### src/rtl/mem_arb_pkg.sv
// -----------------------------------------------------------------------------
// mem_arb_pkg
// Shared types and constants for the two-master memory bus arbiter.
//   arbState_t : arbiter FSM states (IDLE / ADDR / DATA)
//   GNT_*      : one-bit grant IDs naming the master that owns the bus
//   SIZE_*     : encodings of the mem_size / dcache_mem_size fields
// Configuration macro: MEM_ARB_RR_EN (round-robin tie-break in mem_arb_grant).
// -----------------------------------------------------------------------------
package mem_arb_pkg;

  typedef enum logic [1:0] {
    IDLE = 2'd0,
    ADDR = 2'd1,
    DATA = 2'd2
  } arbState_t;

  localparam logic GNT_DCACHE = 1'b0;
  localparam logic GNT_ICACHE = 1'b1;

  localparam logic [1:0] SIZE_B = 2'd0;
  localparam logic [1:0] SIZE_H = 2'd1;
  localparam logic [1:0] SIZE_W = 2'd2;

endpackage

### src/rtl/mem_arb_grant.sv
// -----------------------------------------------------------------------------
// mem_arb_grant
// Combinational winner selection between the data-cache DMA path and the
// instruction-cache refill path.
// Ports:
//   i_dcacheReq  : data-side request
//   i_icacheReq  : instruction-side request
//   i_lastGrant  : master granted most recently (only with MEM_ARB_RR_EN)
//   o_grant      : winner ID (GNT_DCACHE / GNT_ICACHE)
// Configuration macro: MEM_ARB_RR_EN
//   defined   -> on a tie the master that did not win last time wins
//   undefined -> on a tie the data cache always wins
// -----------------------------------------------------------------------------
module mem_arb_grant
  import mem_arb_pkg::*;
(
  input  logic i_dcacheReq,
  input  logic i_icacheReq,
`ifdef MEM_ARB_RR_EN
  input  logic i_lastGrant,
`endif
  output logic o_grant
);

  // A lone requester always wins. When nobody requests the output is a don't
  // care, so it defaults to the data cache. Only a genuine tie consults the
  // tie-break policy selected at build time.
  always_comb begin
    o_grant = GNT_DCACHE;
    if (i_icacheReq && !i_dcacheReq) begin
      o_grant = GNT_ICACHE;
    end else if (i_icacheReq && i_dcacheReq) begin
`ifdef MEM_ARB_RR_EN
      o_grant = (i_lastGrant == GNT_DCACHE) ? GNT_ICACHE : GNT_DCACHE;
`else
      o_grant = GNT_DCACHE;
`endif
    end
  end

endmodule

### src/rtl/mem_bus_arbiter.sv
// -----------------------------------------------------------------------------
// mem_bus_arbiter
// Shares the single uncached memory port between the icache refill path and
// the dcache DMA path, with at most one transaction in flight.
// Ports:
//   clk, rst                        : clock, synchronous active-high reset
//   icache_mem_req/addr             : instruction-side read request
//   mem_icache_addrOK/dataOK/rdata  : instruction-side responses
//   dcache_mem_req/wr/addr/wdata/size/wstrb : data-side request
//   mem_dcache_addrOK/dataOK/rdata  : data-side responses
//   mem_req/wr/addr/wdata/size/wstrb: registered request to the memory bridge
//   mem_addrOK/dataOK/rdata         : responses from the memory bridge
// Configuration macro: MEM_ARB_RR_EN (round-robin tie-break, adds last_grant).
// -----------------------------------------------------------------------------
module mem_bus_arbiter
  import mem_arb_pkg::*;
#(
  parameter  int OFFSET_WIDTH = 2,
  localparam int LINE_W       = 32 * (2 << OFFSET_WIDTH)
) (
  input  logic              clk,
  input  logic              rst,

  input  logic              icache_mem_req,
  input  logic [31:0]       icache_mem_addr,
  output logic              mem_icache_addrOK,
  output logic              mem_icache_dataOK,
  output logic [LINE_W-1:0] mem_icache_rdata,

  input  logic              dcache_mem_req,
  input  logic              dcache_mem_wr,
  input  logic [31:0]       dcache_mem_addr,
  input  logic [31:0]       dcache_mem_wdata,
  input  logic [1:0]        dcache_mem_size,
  input  logic [3:0]        dcache_mem_wstrb,
  output logic              mem_dcache_addrOK,
  output logic              mem_dcache_dataOK,
  output logic [LINE_W-1:0] mem_dcache_rdata,

  output logic              mem_req,
  output logic              mem_wr,
  output logic [31:0]       mem_addr,
  output logic [31:0]       mem_wdata,
  output logic [1:0]        mem_size,
  output logic [3:0]        mem_wstrb,
  input  logic              mem_addrOK,
  input  logic              mem_dataOK,
  input  logic [LINE_W-1:0] mem_rdata
);

  arbState_t   r_state;
  arbState_t   w_nextState;
  logic        w_load;
  logic        w_grant;
  logic        r_grant;
  logic        r_wr;
  logic [31:0] r_addr;
  logic [31:0] r_wdata;
  logic [1:0]  r_size;
  logic [3:0]  r_wstrb;
`ifdef MEM_ARB_RR_EN
  logic        r_lastGrant;
`endif

  // Winner selection lives in its own block so the tie-break policy is
  // swapped in one place.
  mem_arb_grant u_grant (
    .i_dcacheReq (dcache_mem_req),
    .i_icacheReq (icache_mem_req),
`ifdef MEM_ARB_RR_EN
    .i_lastGrant (r_lastGrant),
`endif
    .o_grant     (w_grant)
  );

  // State register plus the latched copy of the winning request. The bridge
  // sees only these registers, so a master may change its inputs freely once
  // it has seen its addrOK. The icache is read-only and always fetches whole
  // words, so its write fields are filled with fixed values.
  always_ff @(posedge clk) begin
    if (rst) begin
      r_state     <= IDLE;
      r_grant     <= GNT_DCACHE;
      r_wr        <= 1'b0;
      r_addr      <= 32'd0;
      r_wdata     <= 32'd0;
      r_size      <= SIZE_B;
      r_wstrb     <= 4'd0;
`ifdef MEM_ARB_RR_EN
      r_lastGrant <= GNT_ICACHE;
`endif
    end else begin
      r_state <= w_nextState;
      if (w_load) begin
        r_grant <= w_grant;
`ifdef MEM_ARB_RR_EN
        r_lastGrant <= w_grant;
`endif
        if (w_grant == GNT_ICACHE) begin
          r_wr    <= 1'b0;
          r_addr  <= icache_mem_addr;
          r_wdata <= 32'd0;
          r_size  <= SIZE_W;
          r_wstrb <= 4'b1111;
        end else begin
          r_wr    <= dcache_mem_wr;
          r_addr  <= dcache_mem_addr;
          r_wdata <= dcache_mem_wdata;
          r_size  <= dcache_mem_size;
          r_wstrb <= dcache_mem_wstrb;
        end
      end
    end
  end

  // Next-state and handshake steering. Bridge responses are passed straight
  // through to the granted master, but only in the state where that response
  // is expected; a stray addrOK in DATA or dataOK in ADDR is dropped. Writes
  // have no data phase and finish on addrOK.
  always_comb begin
    w_nextState       = r_state;
    w_load            = 1'b0;
    mem_req           = 1'b0;
    mem_icache_addrOK = 1'b0;
    mem_icache_dataOK = 1'b0;
    mem_dcache_addrOK = 1'b0;
    mem_dcache_dataOK = 1'b0;
    case (r_state)
      IDLE: begin
        if (icache_mem_req || dcache_mem_req) begin
          w_load      = 1'b1;
          w_nextState = ADDR;
        end
      end
      ADDR: begin
        mem_req = 1'b1;
        if (mem_addrOK) begin
          mem_icache_addrOK = (r_grant == GNT_ICACHE);
          mem_dcache_addrOK = (r_grant == GNT_DCACHE);
          w_nextState       = r_wr ? IDLE : DATA;
        end
      end
      DATA: begin
        if (mem_dataOK) begin
          mem_icache_dataOK = (r_grant == GNT_ICACHE);
          mem_dcache_dataOK = (r_grant == GNT_DCACHE);
          w_nextState       = IDLE;
        end
      end
      default: begin
        w_nextState = IDLE;
      end
    endcase
  end

  // The memory side is driven purely from the latched request; read data is
  // broadcast and qualified by the per-master dataOK.
  assign mem_wr           = r_wr;
  assign mem_addr         = r_addr;
  assign mem_wdata        = r_wdata;
  assign mem_size         = r_size;
  assign mem_wstrb        = r_wstrb;
  assign mem_icache_rdata = mem_rdata;
  assign mem_dcache_rdata = mem_rdata;

endmodule

### config.mk
export PLATFORM = sky130hd
export DESIGN_NAME = mem_bus_arbiter
export DESIGN_NICKNAME = d
export VERILOG_FILES = /design/src/rtl/mem_arb_pkg.sv /design/src/rtl/mem_arb_grant.sv /design/src/rtl/mem_bus_arbiter.sv
export SDC_FILE = /design/constraint.sdc
export NUM_CORES = 1
export LEC_CHECK = 0
export BUFFER_PORTS_ARGS = -buffer_cell sky130_fd_sc_hd__buf_2
export CELL_PAD_IN_SITES_DETAIL_PLACEMENT = 0
export CELL_PAD_IN_SITES_GLOBAL_PLACEMENT = 2
export CORE_AREA = 2 2 368 370
export CTS_CLUSTER_SIZE = 10
export DETAILED_ROUTE_END_ITERATION = 16
export DIE_AREA = 0 0 370 372
export PLACE_DENSITY_LB_ADDON = 0.2
export SYNTH_ARGS = -nofsm -noshare
export SYNTH_HDL_FRONTEND = slang
export SYNTH_SLANG_ARGS = --single-unit
### constraint.sdc
create_clock -name clk -period 1.2 [get_ports clk]
set_input_delay 0.06 -clock clk [delete_from_list [all_inputs] [get_ports clk]]
set_output_delay 0.06 -clock clk [all_outputs]
set_load 0.02 [all_outputs]
* Word level (Yosys, flattened, before mapping)
Index checks and enable logic that the tools add are counted.
** Word-level totals
- Flip-flop bits (word level) :: 74
- Bits of input ports :: 365
- Output and inout port bits :: 588
- Word-level logic and storage cells :: 40
** Cells by class
- Equality and inequality tests :: 5
- Multiplexer cells :: 22
- Bitwise operators :: 1
- Reduce and logical (&&, ||, !) cells :: 5
** Operator list (count)
- 2-to-1 mux 32 bit :: 2
- 2-to-1 mux 1 bit :: 13
- 2-to-1 mux 2 bit :: 5
- != test 2 bit, second input constant :: 3
- one-hot mux 2 bit (3 select lines) :: 1
- 2-to-1 mux 4 bit :: 1
- AND reduction 3 bit :: 1
- equality test 2 x 1 -> 1 bit, second input constant :: 1
- equality test 2 bit, second input constant :: 1
- zero test 2 bit :: 1
- logical AND 1 bit :: 1
- zero test 1 bit :: 1
- logical OR 1 bit :: 1
- inverter 1 bit :: 1

* Logic depth before layout (Yosys ltp)
- Depth in word-level cells :: 4
- Mapped depth :: 5
- Gate-level depth less buffers :: 3

* By module
From an unflattened synthesis, not the netlist that was laid out.
** Unflattened totals
- Cells, all modules :: 866
- Area, all modules :: 7354.6 µm²
** Modules (own cells, without submodules)
- mem_bus_arbiter :: times used 1, cells each 865, area an instance 7340.8 µm², seq. area each 1481.4 µm²
- mem_arb_grant :: times used 1, cells each 1, area an instance 13.8 µm², seq. area each 0.0 µm²

* Least setup slack after synthesis
OpenSTA, ideal clock, no wires.
- Kind :: reg-to-output
- Start point :: register r_state[0]
- End point :: output port mem_dcache_addrOK
- Arrival time :: 1.309 ns
- Required time :: 1.140 ns
- Path slack :: -0.169 ns
- Cell stages (with the launch flop) :: 4
- Buffers on the path :: 0
- Cell sequence :: dfxtp_1 nor2b_1 nand2_1 nor2_1
** On the way
- Longest elaborated chain between the ends :: 2
** Ends and longest elaborated chain
- start: declaration :: RTL line mem_bus_arbiter.sv:51 : arbState_t r_state;
- start signal: assignment :: RTL line mem_bus_arbiter.sv:93 : r_state <= w_nextState;
- equality test 2 x 1 -> 1 bit :: RTL line mem_bus_arbiter.sv:128 : case (r_state)
- 2-to-1 mux 1 bit :: RTL line mem_bus_arbiter.sv:128
- end: declaration :: RTL line mem_bus_arbiter.sv:36 : output logic mem_dcache_addrOK,
No other way between the ends.

* Worst setup path in the final report
- Start point :: register r_grant
- End point :: output port mem_icache_dataOK
** On the way
- Longest elaborated chain between the ends :: 2
** Ends and longest elaborated chain
- start: declaration :: RTL line mem_bus_arbiter.sv:55 : logic r_grant;
- start signal: assignment :: RTL line mem_bus_arbiter.sv:95 : r_grant <= w_grant;
- 2-to-1 mux 1 bit :: RTL line mem_bus_arbiter.sv:144 : if (mem_dataOK) begin
- 2-to-1 mux 1 bit :: RTL line mem_bus_arbiter.sv:128
- end: declaration :: RTL line mem_bus_arbiter.sv:27 : output logic mem_icache_dataOK,
No other way between the ends.

==> metrics.csv <==
stage,metric,value,unit
timing,hold_worst_slack,0.0594,ns
clock_tree,cts_root_buf,clkbuf_16,
die,die_w,370,um
die,die_y,372,um
synth,muxShareOfSynthArea,0,
route,routed-via-count,4641,
timing,max_clock_freq,0.636,GHz
power_and_ir_drop,worst_ir_drop_vdd,0.000673,V
timing,setup_clock_skew_after_layout,0.0190,ns
finish,layout-drive-gt1-share,0.634,
placement,port_buffers,184,
critical_path,cp_data_required_time,1.14,ns
power_and_ir_drop,total_switching_power,3.48,mW
clock_tree,max-clock-path-buffers,2,
min_path,hold_path_startpoint,dcache_mem_addr[22],
global_routing,global_route.usage.total,0.0502,
placement,placed_cell_area,6560,sq um
synth,ys_top_cells_by_area,"buf_4 (56%), dfxtp_1 (21%), a21oi_1 (5.3%)",
critical_path,crit_chain,and3_4 > buf_6,
timing,clock_period_minus_final_worst_setup_slack,1.57,ns
min_path,holdCritPathClass,input port to register,
power_and_ir_drop,p_comb_frac,0.346,
critical_path,crit-reg2reg-launch,r_state[0],
route,wire_per_inst,14.4,um
route,drt-initial-drc-count,148,
placement,post-place-ws,-0.308,ns
synth,synth.lib_cells_used.distinct,28,
die,initial_core_util,0.0518,
route,post-route-drc-count,0,
synth,synth_top_family_by_area,buffers and inverters,
die,fp.coreArea,134000,sq um
clock_tree,cts_tree,yes,
power_and_ir_drop,power.share.clock,0.346,
global_routing,grt_start_max_net_pins,30,
route,finalWirelength,35.4,mm
synth,synth_seq_cells,74,
synth,postSynthNetCount,1249,
critical_path,critPathSlowestCell,dfxtp_1,
global_routing,via_count_of_the_first_global_routing_pass,5050,
synth,synth_area_leader_cell,buf_4,
synth,synthesis.area,6960,sq um
timing,final_hold_violating_endpoints,0,
synth,share_of_the_synthesized_netlist_area_taken_by_xor_and_xnor_gates,0,
critical_path,setup.worst_path.end_class,output port,
global_routing,antenna_found_initial,14,
synth,synthSimpleGateAreaFrac,0.0721,
run,max_cap_violations,0,
clock_tree,number_of_cts_inserted_buffers,9,
critical_path,path_class,register to output port,
synth,synth-compound-area-share,0.134,
synth,mean_post_synth_cell_area,7.87,sq um
synth,share_of_synthesized_cell_area_in_full_adder_half_adder_and_majority_cells,0,
clock_tree,cts_htree_levels,3,
power_and_ir_drop,sequentialPowerShare,0.308,
power_and_ir_drop,power_density,1040,nW/um^2
critical_path,cp_slowest_stage_delay,0.66,ns
route,vias_per_cell,1.88,
placement,place.gp.congestion,0.634,
synth,synth_common_cells,"buf_4 (517), a21oi_1 (74), dfxtp_1 (74)",
route,postRouteAntennaNets,0,
placement,hpwl,26.9,mm
synth,yosysMostFrequentCell,buf_4,
synth,asyncSetResetFlopFracSynth,0,
critical_path,critPathLaunchType,register,
timing,maxSlewViolCount,0,
clock_tree,cts_sinks,74,
finish,area_delta_synth_final,29.3,%
die,die-area,138000,sq um
status,run_status,"finished, violations left",
global_routing,grt_pass1_wl,44.9,mm
timing,worst_slew_pin_slew,0.537,ns
power_and_ir_drop,power.switching_fraction,0.374,
synth,synthesis.yosys.warnings,0,
timing,worst_slew_margin_rel,0.642,
timing,fin_ws,-0.371,ns
status,failed_checks,negative setup slack,
critical_path,beginning_of_the_critical_path,r_grant,
clock_tree,clkSlewWorstSetupHoldPaths,0.09,ns
clock_tree,worstSkewPairLatency,0.43,ns
critical_path,critPathMaxFanout,5,
synth,synth_ff_type,dfxtp_1,
synth,synth_sequential_area_ratio,0.213,
finish,final_area,8990,sq um
synth,synth_enable_flop_cells,0,
die,io_pins,953,
timing,setup-violations-final,78,
finish,finish.net_count,1043,
global_routing,gr-total-overflow,0,
timing,portion_of_the_clock_cycle_consumed_by_the_worst_path_in_the_final_layout,1.31,
power_and_ir_drop,leakage,3.05,nW
power_and_ir_drop,internal-power,5.83,mW
critical_path,critPathArrivalTime,1.51,ns
die,num_rows,135,
synth,yosysTopAreaCellShare,0.558,
route,drt_pre_antenna_iters,4,
synth,postSynthCellCount,884,
timing,unrepaired_setup_endpoints_after_global_routing,true,
## flip-flops by register name, summed over array words and instances, names as in the netlist
name and count:
mem_wstrb 4, mem_addr 32, r_grant 1, r_state 2, mem_wdata 32, mem_wr 1
mem_size 2
## area by class of cell
| cell class | instances | area [sq um] |
|---|---|---|
| Antenna cell | 2 | 5.00 |
| Fill cell | 15800 | 125000 |
| Sequential cell | 74 | 1490 |
| Timing Repair Buffer | 332 | 2780 |
| Tap cell | 1781 | 2230 |
| Clock inverter | 7 | 76.3 |
| Inverter | 1 | 3.75 |
| Multi-Input combinational cell | 260 | 2180 |
| Clock buffer | 9 | 225 |
## cells in the final DEF (no fill, tap or decap), types with 18 or more instances in the layout
cell	instances
o21ai_1	21
buf_2	177
a211oi_2	25
dfxtp_1	70
buf_6	27
buf_4	18
a21oi_2	58
dlygate4sd3_1	76
o21ai_0	29
nand2_4	26
buf_12	26
## power groups by stage
stage               sequential (mW)  clock (mW)  combinational (mW)
finish                         2.87        3.23                3.22
global route                   2.90        3.55                3.47
CTS                            2.86        3.56                3.12
detailed placement             2.90           0                2.07
global placement               2.91           0                2.06
floorplan                      3.13           0                3.15
## routing by layer
layer / part of all wire / vias to the layer above / track usage
li1: - / 1963 / -
met1: 0.39 / 2037 / 0.0540
met2: 0.42 / 413 / 0.0717
met3: 0.12 / 218 / 0.0274
met4: 0.067 / 10 / 0.0418
met5: 0.0015 / - / 0
## worst paths after layout
kind | endpoint | slack (ns) | cells after the start
max | mem_icache_dataOK | -0.37 | 2
min | mem_addr[22] | 0.06 | 3
max reg2reg | r_grant | -0.33 | 7
min reg2reg | mem_wdata[1] | 0.49 | 2
## per-stage QoR
stage	instances	power (mW)	setup TNS, ns	utilization
floorplan	884	6.27	-0.149	-
global placement	2338	4.96	-15.38	0.0489
detailed placement	2338	4.97	-14.99	0.0489
CTS	2463	9.55	-24.23	0.0636
global route	2464	9.93	-26.48	0.0669
finish	2466	9.31	-19.58	0.0670
## timing repair
action / 4_1_cts / 5_1_grt
pin swaps: 51 / 65
gates resized for setup: 113 / 127
cloned: 8 / 2
hold endpoints to repair: 62 / 0
hold buffers: 76 / 0
setup endpoints to repair: 80 / 79
buffers inserted: 25 / 6
## kinds of logic (layout without fill, tap and decap cells)
| kind of cell | after synthesis | after routing |
|---|---|---|
| and+or+nand+nor | 94 | 94 |
| DFF | 74 | 74 |
| other | 0 | 2 |
| buffers and inverters | 550 | 349 |
| AOI/OAI and AO/OA | 166 | 166 |
## critical path: cells and delay by family, from the launching register on
family | cells | cell delay [ns]
buffers and inverters | 1 | 0.11
DFF | 1 | 0.66
and+or+nand+nor | 1 | 0.29
(Power assumes the default switching activity.)
